===== src/rtl/csr_file_m.sv =====
// Machine-mode CSR file: CSRRW/RS/RC, trap entry, MRET and read-only IDs.
// Define CSR_MCYCLE_EN to add the free-running 64-bit mcycle counter.
module csr_file_m #(
    parameter int          XLEN          = 32,
    parameter logic [31:0] MTVEC_RESET   = 32'h0000_0000,
    parameter logic [31:0] MSTATUS_RESET = 32'h0000_1800,
    parameter logic [31:0] VENDOR_ID     = 32'h0000_0000,
    parameter logic [31:0] ARCH_ID       = 32'h0000_0000
) (
    input  logic            clk,
    input  logic            rst,
    input  logic [1:0]      csr_op,
    input  logic [11:0]     csr_addr,
    input  logic [XLEN-1:0] csr_wdata,
    output logic [XLEN-1:0] csr_rdata,
    output logic            illegal,
    input  logic            trap_valid,
    input  logic [XLEN-1:0] trap_cause,
    input  logic [XLEN-1:0] trap_pc,
    input  logic            mret,
    output logic [XLEN-1:0] trap_target,
    output logic [XLEN-1:0] mepc_out
);

    localparam logic [11:0] A_MSTATUS  = 12'h300;
    localparam logic [11:0] A_MTVEC    = 12'h305;
    localparam logic [11:0] A_MSCRATCH = 12'h340;
    localparam logic [11:0] A_MEPC     = 12'h341;
    localparam logic [11:0] A_MCAUSE   = 12'h342;
    localparam logic [11:0] A_MVENDOR  = 12'hF11;
    localparam logic [11:0] A_MARCH    = 12'hF12;
    localparam logic [11:0] A_MCYCLE   = 12'hB00;
    localparam logic [11:0] A_MCYCLEH  = 12'hB80;

    localparam logic [XLEN-1:0] LOW_MASK = {{(XLEN-2){1'b1}}, 2'b00};

    logic            mie;
    logic            mpie;
    logic [XLEN-1:0] mtvec;
    logic [XLEN-1:0] mscratch;
    logic [XLEN-1:0] mepc;
    logic [XLEN-1:0] mcause;

    logic sel_mstatus, sel_mtvec, sel_mscratch;
    logic sel_mepc, sel_mcause, sel_vid, sel_aid;
    logic sel_cyc, sel_cych;
    logic implemented, read_only;
    logic is_write, do_write;

    logic [XLEN-1:0] old_val;
    logic [XLEN-1:0] new_val;
    logic [XLEN-1:0] mstatus_rd;
    logic [XLEN-1:0] cyc_lo;
    logic [XLEN-1:0] cyc_hi;

    assign sel_mstatus  = (csr_addr == A_MSTATUS);
    assign sel_mtvec    = (csr_addr == A_MTVEC);
    assign sel_mscratch = (csr_addr == A_MSCRATCH);
    assign sel_mepc     = (csr_addr == A_MEPC);
    assign sel_mcause   = (csr_addr == A_MCAUSE);
    assign sel_vid      = (csr_addr == A_MVENDOR);
    assign sel_aid      = (csr_addr == A_MARCH);

    // Only MIE/MPIE are stored; MPP is hardwired to machine mode.
    assign mstatus_rd = XLEN'({19'd0, 2'b11, 3'd0, mpie,
                               3'd0, mie, 3'd0});

    assign implemented = sel_mstatus | sel_mtvec | sel_mscratch |
                         sel_mepc | sel_mcause | sel_vid |
                         sel_aid | sel_cyc | sel_cych;
    assign read_only   = sel_vid | sel_aid;

    // RS/RC with a zero mask are pure reads.
    assign is_write = (csr_op == 2'b01) ||
                      (csr_op[1] && (csr_wdata != '0));

    assign illegal = (csr_op != 2'b00) &&
                     (!implemented || (read_only && is_write));

    assign do_write = is_write && !illegal && !trap_valid && !mret;

    always_comb begin
        old_val = '0;
        unique case (1'b1)
            sel_mstatus:  old_val = mstatus_rd;
            sel_mtvec:    old_val = mtvec;
            sel_mscratch: old_val = mscratch;
            sel_mepc:     old_val = mepc;
            sel_mcause:   old_val = mcause;
            sel_vid:      old_val = XLEN'(VENDOR_ID);
            sel_aid:      old_val = XLEN'(ARCH_ID);
            sel_cyc:      old_val = cyc_lo;
            sel_cych:     old_val = cyc_hi;
            default:      old_val = '0;
        endcase
    end

    always_comb begin
        new_val = old_val;
        case (csr_op)
            2'b01:   new_val = csr_wdata;
            2'b10:   new_val = old_val | csr_wdata;
            2'b11:   new_val = old_val & ~csr_wdata;
            default: new_val = old_val;
        endcase
    end

    assign csr_rdata = ((csr_op != 2'b00) && !illegal) ? old_val : '0;

    assign trap_target = mtvec & LOW_MASK;
    assign mepc_out    = mepc;

    always_ff @(posedge clk) begin
        if (rst) begin
            mie      <= MSTATUS_RESET[3];
            mpie     <= MSTATUS_RESET[7];
            mtvec    <= XLEN'(MTVEC_RESET);
            mscratch <= '0;
            mepc     <= '0;
            mcause   <= '0;
        end else if (trap_valid) begin
            mepc   <= trap_pc & LOW_MASK;
            mcause <= trap_cause;
            mpie   <= mie;
            mie    <= 1'b0;
        end else if (mret) begin
            mie  <= mpie;
            mpie <= 1'b1;
        end else if (do_write) begin
            unique case (1'b1)
                sel_mstatus: begin
                    mie  <= new_val[3];
                    mpie <= new_val[7];
                end
                sel_mtvec:    mtvec    <= new_val;
                sel_mscratch: mscratch <= new_val;
                sel_mepc:     mepc     <= new_val & LOW_MASK;
                sel_mcause:   mcause   <= new_val;
                default: ;
            endcase
        end
    end

`ifdef CSR_MCYCLE_EN
    logic [63:0] mcycle;
    logic [63:0] mcycle_wr;
    logic        cyc_write;

    assign sel_cyc  = (csr_addr == A_MCYCLE);
    assign sel_cych = (XLEN == 32) && (csr_addr == A_MCYCLEH);

    assign cyc_lo = mcycle[XLEN-1:0];
    assign cyc_hi = XLEN'(mcycle[63:32]);

    assign cyc_write = do_write && (sel_cyc || sel_cych);

    always_comb begin
        mcycle_wr = mcycle;
        if (sel_cych)
            mcycle_wr[63:32] = new_val[31:0];
        else
            mcycle_wr[XLEN-1:0] = new_val;
    end

    // A software write replaces the counter instead of incrementing it.
    always_ff @(posedge clk) begin
        if (rst)
            mcycle <= '0;
        else if (cyc_write)
            mcycle <= mcycle_wr;
        else
            mcycle <= mcycle + 64'd1;
    end
`else
    assign sel_cyc  = 1'b0;
    assign sel_cych = 1'b0;
    assign cyc_lo   = '0;
    assign cyc_hi   = '0;
`endif

endmodule

===== config.mk =====
export PLATFORM = sky130hd
export DESIGN_NAME = csr_file_m
export DESIGN_NICKNAME = d
export VERILOG_FILES = /design/src/rtl/csr_file_m.sv
export SDC_FILE = /design/constraint.sdc
export NUM_CORES = 1
export LEC_CHECK = 0
export CAP_MARGIN = 5
export CORE_MARGIN = 10
export CORE_UTILIZATION = 30
export CTS_BUF_LIST = sky130_fd_sc_hd__clkbuf_8
export DETAILED_ROUTE_END_ITERATION = 12
export SLEW_MARGIN = 20
export SYNTH_ARGS = -nofsm -noshare
export SYNTH_HDL_FRONTEND = slang
export SYNTH_SLANG_ARGS = --single-unit
export TNS_END_PERCENT = 50

===== constraint.sdc =====
create_clock -name clk -period 2.85 [get_ports clk]
set_input_delay 0.57 -clock clk [delete_from_list [all_inputs] [get_ports clk]]
set_output_delay 0.57 -clock clk [all_outputs]
set_load 0.05 [all_outputs]

==> results.sh <==
export IMPL_outcome="complete, but fails checks"
export IMPL_violations="negative setup slack"
export IMPL_top_layer="met5"
export IMPL_rsz0062_at_grt="yes"
export IMPL_syn_inst=951
export IMPL_cts_htree_levels=4
export IMPL_num_vias=8339
export IMPL_dp_hpwl_um=24790
export IMPL_dr_wl_met2_um=15630
export IMPL_min_from="mscratch[11]"
export IMPL_irDropWorstVdd_mv=0.2236
export IMPL_wl_per_cell_um=21.67
export IMPL_ys_ff_latch=128
export IMPL_dieArea_um2=31170
export IMPL_placed_cell_area_um2=11070
export IMPL_clk_pin_slew_worst_paths_ns=0.08
export IMPL_clock_sinks=128
export IMPL_tightestPinTransition_ns=0.5895
export IMPL_grt_pass1_wl_um=50680
export IMPL_syn_to_final_growth_pct=62.53
export IMPL_drtAntennaViolNets=0
export IMPL_synth_area_um2=7352
export IMPL_num_rows=57
export IMPL_portBuffers=204
export IMPL_hold_class="register to register"
export IMPL_powerDensity_nw_per_um2=365.4
export IMPL_fin_ws_ns=-0.1046
export IMPL_clk_latency_ns=0.46
export IMPL_cp_data_required_time_ns=2.28
export IMPL_gp_congestion=0.8565
export IMPL_pin_count=211
export IMPL_rrSetupSlack_ns=1.04
export IMPL_tritoncts="yes"
export IMPL_holdPathStages=2
export IMPL_maxCapViolations=0
export IMPL_die_w_um=176.5
export IMPL_die_y_um=176.5
export IMPL_pre_cts_slack_ns=-0.5165
export IMPL_yosys_most_used_dff="dfxtp_1"
export IMPL_cts_root_buffer_cell="clkbuf_8"
export IMPL_synth_simple_area_share_pct=21.53
export IMPL_cts_hold_buf=0
export IMPL_drtIter0Drc=689
export IMPL_drv_slew=0
export IMPL_slew_headroom_pct=60.70
export IMPL_total_power_mw=4.366
export IMPL_routed_wl_um=33820
export IMPL_crit_arrival_ns=2.38
export IMPL_synthDistinctLibCells=59
export IMPL_synthAdderAreaFrac_pct=0
export IMPL_grt_max_degree=46
export IMPL_cp_max_fo=8
export IMPL_cts_buffers=17
export IMPL_fmax_mhz=338.5
export IMPL_synth_edf_count=0
export IMPL_rr_worst_depth=8
export IMPL_min_period_ns=2.955
export IMPL_start_util_pct=30.32
export IMPL_grt_use_total_pct=21.02
export IMPL_placed_cells=1517
export IMPL_rr_startpoint="mie"
export IMPL_critPathCaptureType="output pin"
export IMPL_synth_top_family_by_area="compound AO/OA/AOI/OAI gates"
export IMPL_synth_compound_area_share_pct=28.44
export IMPL_layout_drive_gt1_share_pct=29.26
export IMPL_async_flop_share_pct=0
export IMPL_min_to="mscratch[11]"
export IMPL_seq_area_frac_synth_pct=34.85
export IMPL_clock_skew_final_ns=0.01182
export IMPL_fin_nets=1338
export IMPL_fin_cells=1561
export IMPL_drc=0
export IMPL_drtPass1Iterations=5
export IMPL_antenna_diode_count=0
export IMPL_finalSetupViolCount=33
export IMPL_grt_ovfl_total=0
export IMPL_reg2reg_to="mie"
export IMPL_avgSynthCellArea_um2=7.731
export IMPL_crit_type="input port to output pin"
export IMPL_worst_setup_path_start_kind="input port"
export IMPL_synthMuxAreaShare_pct=3.863
export IMPL_wl_met1_um=14830
export IMPL_yosysWarnings=0
export IMPL_antenna_found_initial=1
export IMPL_cts_buffer_depth=2
export IMPL_wl_met3_um=2659
export IMPL_fin_area_um2=11950
export IMPL_coreArea_um2=24250
export IMPL_synth_xor_area_share_pct=2.859
export IMPL_viasPerCell=5.342
export IMPL_grt_pass1_vias=8311
export IMPL_finalHoldViolations=0
export IMPL_post_route_period_util_pct=103.7
export IMPL_p_leak_nw=4.380
==> metrics by stage <==
step / setup TNS [ns] / hold slack, ns / utilization, %
floorplan: -0.01431 / 0.4268 / -
global route: -4.467 / 0.4625 / 49.28
detailed placement: -42.67 / 0.4408 / 45.67
global placement: -40.77 / 0.4347 / 45.67
finish: -2.402 / 0.4485 / 49.28
CTS: -1.612 / 0.4525 / 48.88
==> report_power, final <==
group | switching [mW] | internal, mW
Combinational | 0.489 | 0.388
Clock | 0.814 | 0.799
Sequential | 0.0370 | 1.84
Total | 1.34 | 3.03
==> worst max-delay path by stage <==
stage | from | endpoint | slack [ns] | cells after the start
2_1_floorplan | csr_addr[4] | csr_rdata[31] | -0.01 | 6
3_3_place_gp | csr_wdata[30] | csr_rdata[31] | -0.51 | 10
3_5_place_dp | csr_wdata[19] | csr_rdata[31] | -0.52 | 9
4_1_cts | csr_wdata[18] | csr_rdata[8] | -0.08 | 10
5_1_grt | csr_wdata[0] | csr_rdata[8] | -0.16 | 10
6_report | csr_wdata[20] | csr_rdata[8] | -0.10 | 9
==> critical path, stage by stage <==
cell and delay (ns):
clkdlybuf4s15_2 0.24, nor4b_2 0.24, nand4_1 0.14, or3_4 0.37
o21bai_4 0.20, nand2_8 0.15, buf_12 0.19, nor2_4 0.12
buf_12 0.15
==> cell usage after synthesis, types with 22 or more instances <==
library cell / n / area [µm²]
nand2_1: 198 / 743.2
xnor2_1: 23 / 201.4
o2bb2ai_1: 22 / 192.7
o21ai_1: 25 / 125.1
nand3_1: 31 / 155.2
dfxtp_1: 128 / 2562
o21ai_0: 28 / 140.1
nor2_1: 45 / 168.9
a32oi_1: 26 / 227.7
mux2i_1: 25 / 250.2
a22oi_1: 67 / 503.0
a21oi_1: 72 / 360.4
buf_4: 41 / 307.8
clkbuf_1: 55 / 206.5
==> routing by layer <==
layer	vias up	global-route usage, %
met5	-	0
met4	2	5.849
met3	45	5.532
met2	357	34.01
met1	3966	26.97
li1	3969	-
==> kinds of logic after synthesis <==
group	count (synthesis)
other	1
buffers and inverters	118
XOR/XNOR	24
AO/OA/AOI/OAI	304
flip-flops	128
multiplexers	28
AND/OR/NAND/NOR	348
==> area by class of cell <==
cell class              instances  area (µm²)
multi-input cells             708        4792
clock buffers                  18       247.7
well taps                     324       405.4
repair buffers                365        3784
fillers                      2392       12300
clock inverters                14       142.6
flip-flops and latches        128        2562
inverters                       4       15.01
==> sequential cells by signal (all words and copies together), names as in the netlist <==
register	cells
mtvec	32
mepc_out	30
mpie	1
mcause	32
mie	1
mscratch	32
==> placed cells by master, fill, tap and decap left out, types with 4 or more instances in the layout <==
cell and n:
a31o_2 6, a32o_1 6, dlygate4sd2_1 7, o21ai_1 25
clkbuf_8 18, inv_1 6, nand2b_1 16, nand3_1 31
buf_12 50, a22o_1 18, buf_2 18, a21oi_1 71
o21ai_0 28, conb_1 4, clkdlybuf4s15_2 6, a21o_1 16
a211oi_1 4, dfxtp_1 128, o2bb2ai_1 22, a22oi_2 25
buf_4 136, clkdlybuf4s50_1 125, a32oi_1 24, nand2_1 196
nor3_1 8, nand4_1 6, nor2_1 11, mux2i_1 25
a22oi_1 42, xnor2_1 23, buf_6 13, nor4_4 7
nor2_4 32, nor4_1 7
==> timing repair <==
action                                  CTS  global route
gates resized for setup                 201            23
cloned                                    3             1
endpoints found under the setup margin   33            33
buffers inserted                          8             1
pin swaps                                38            33
No activity file was read; power rests on OpenSTA's default activity.
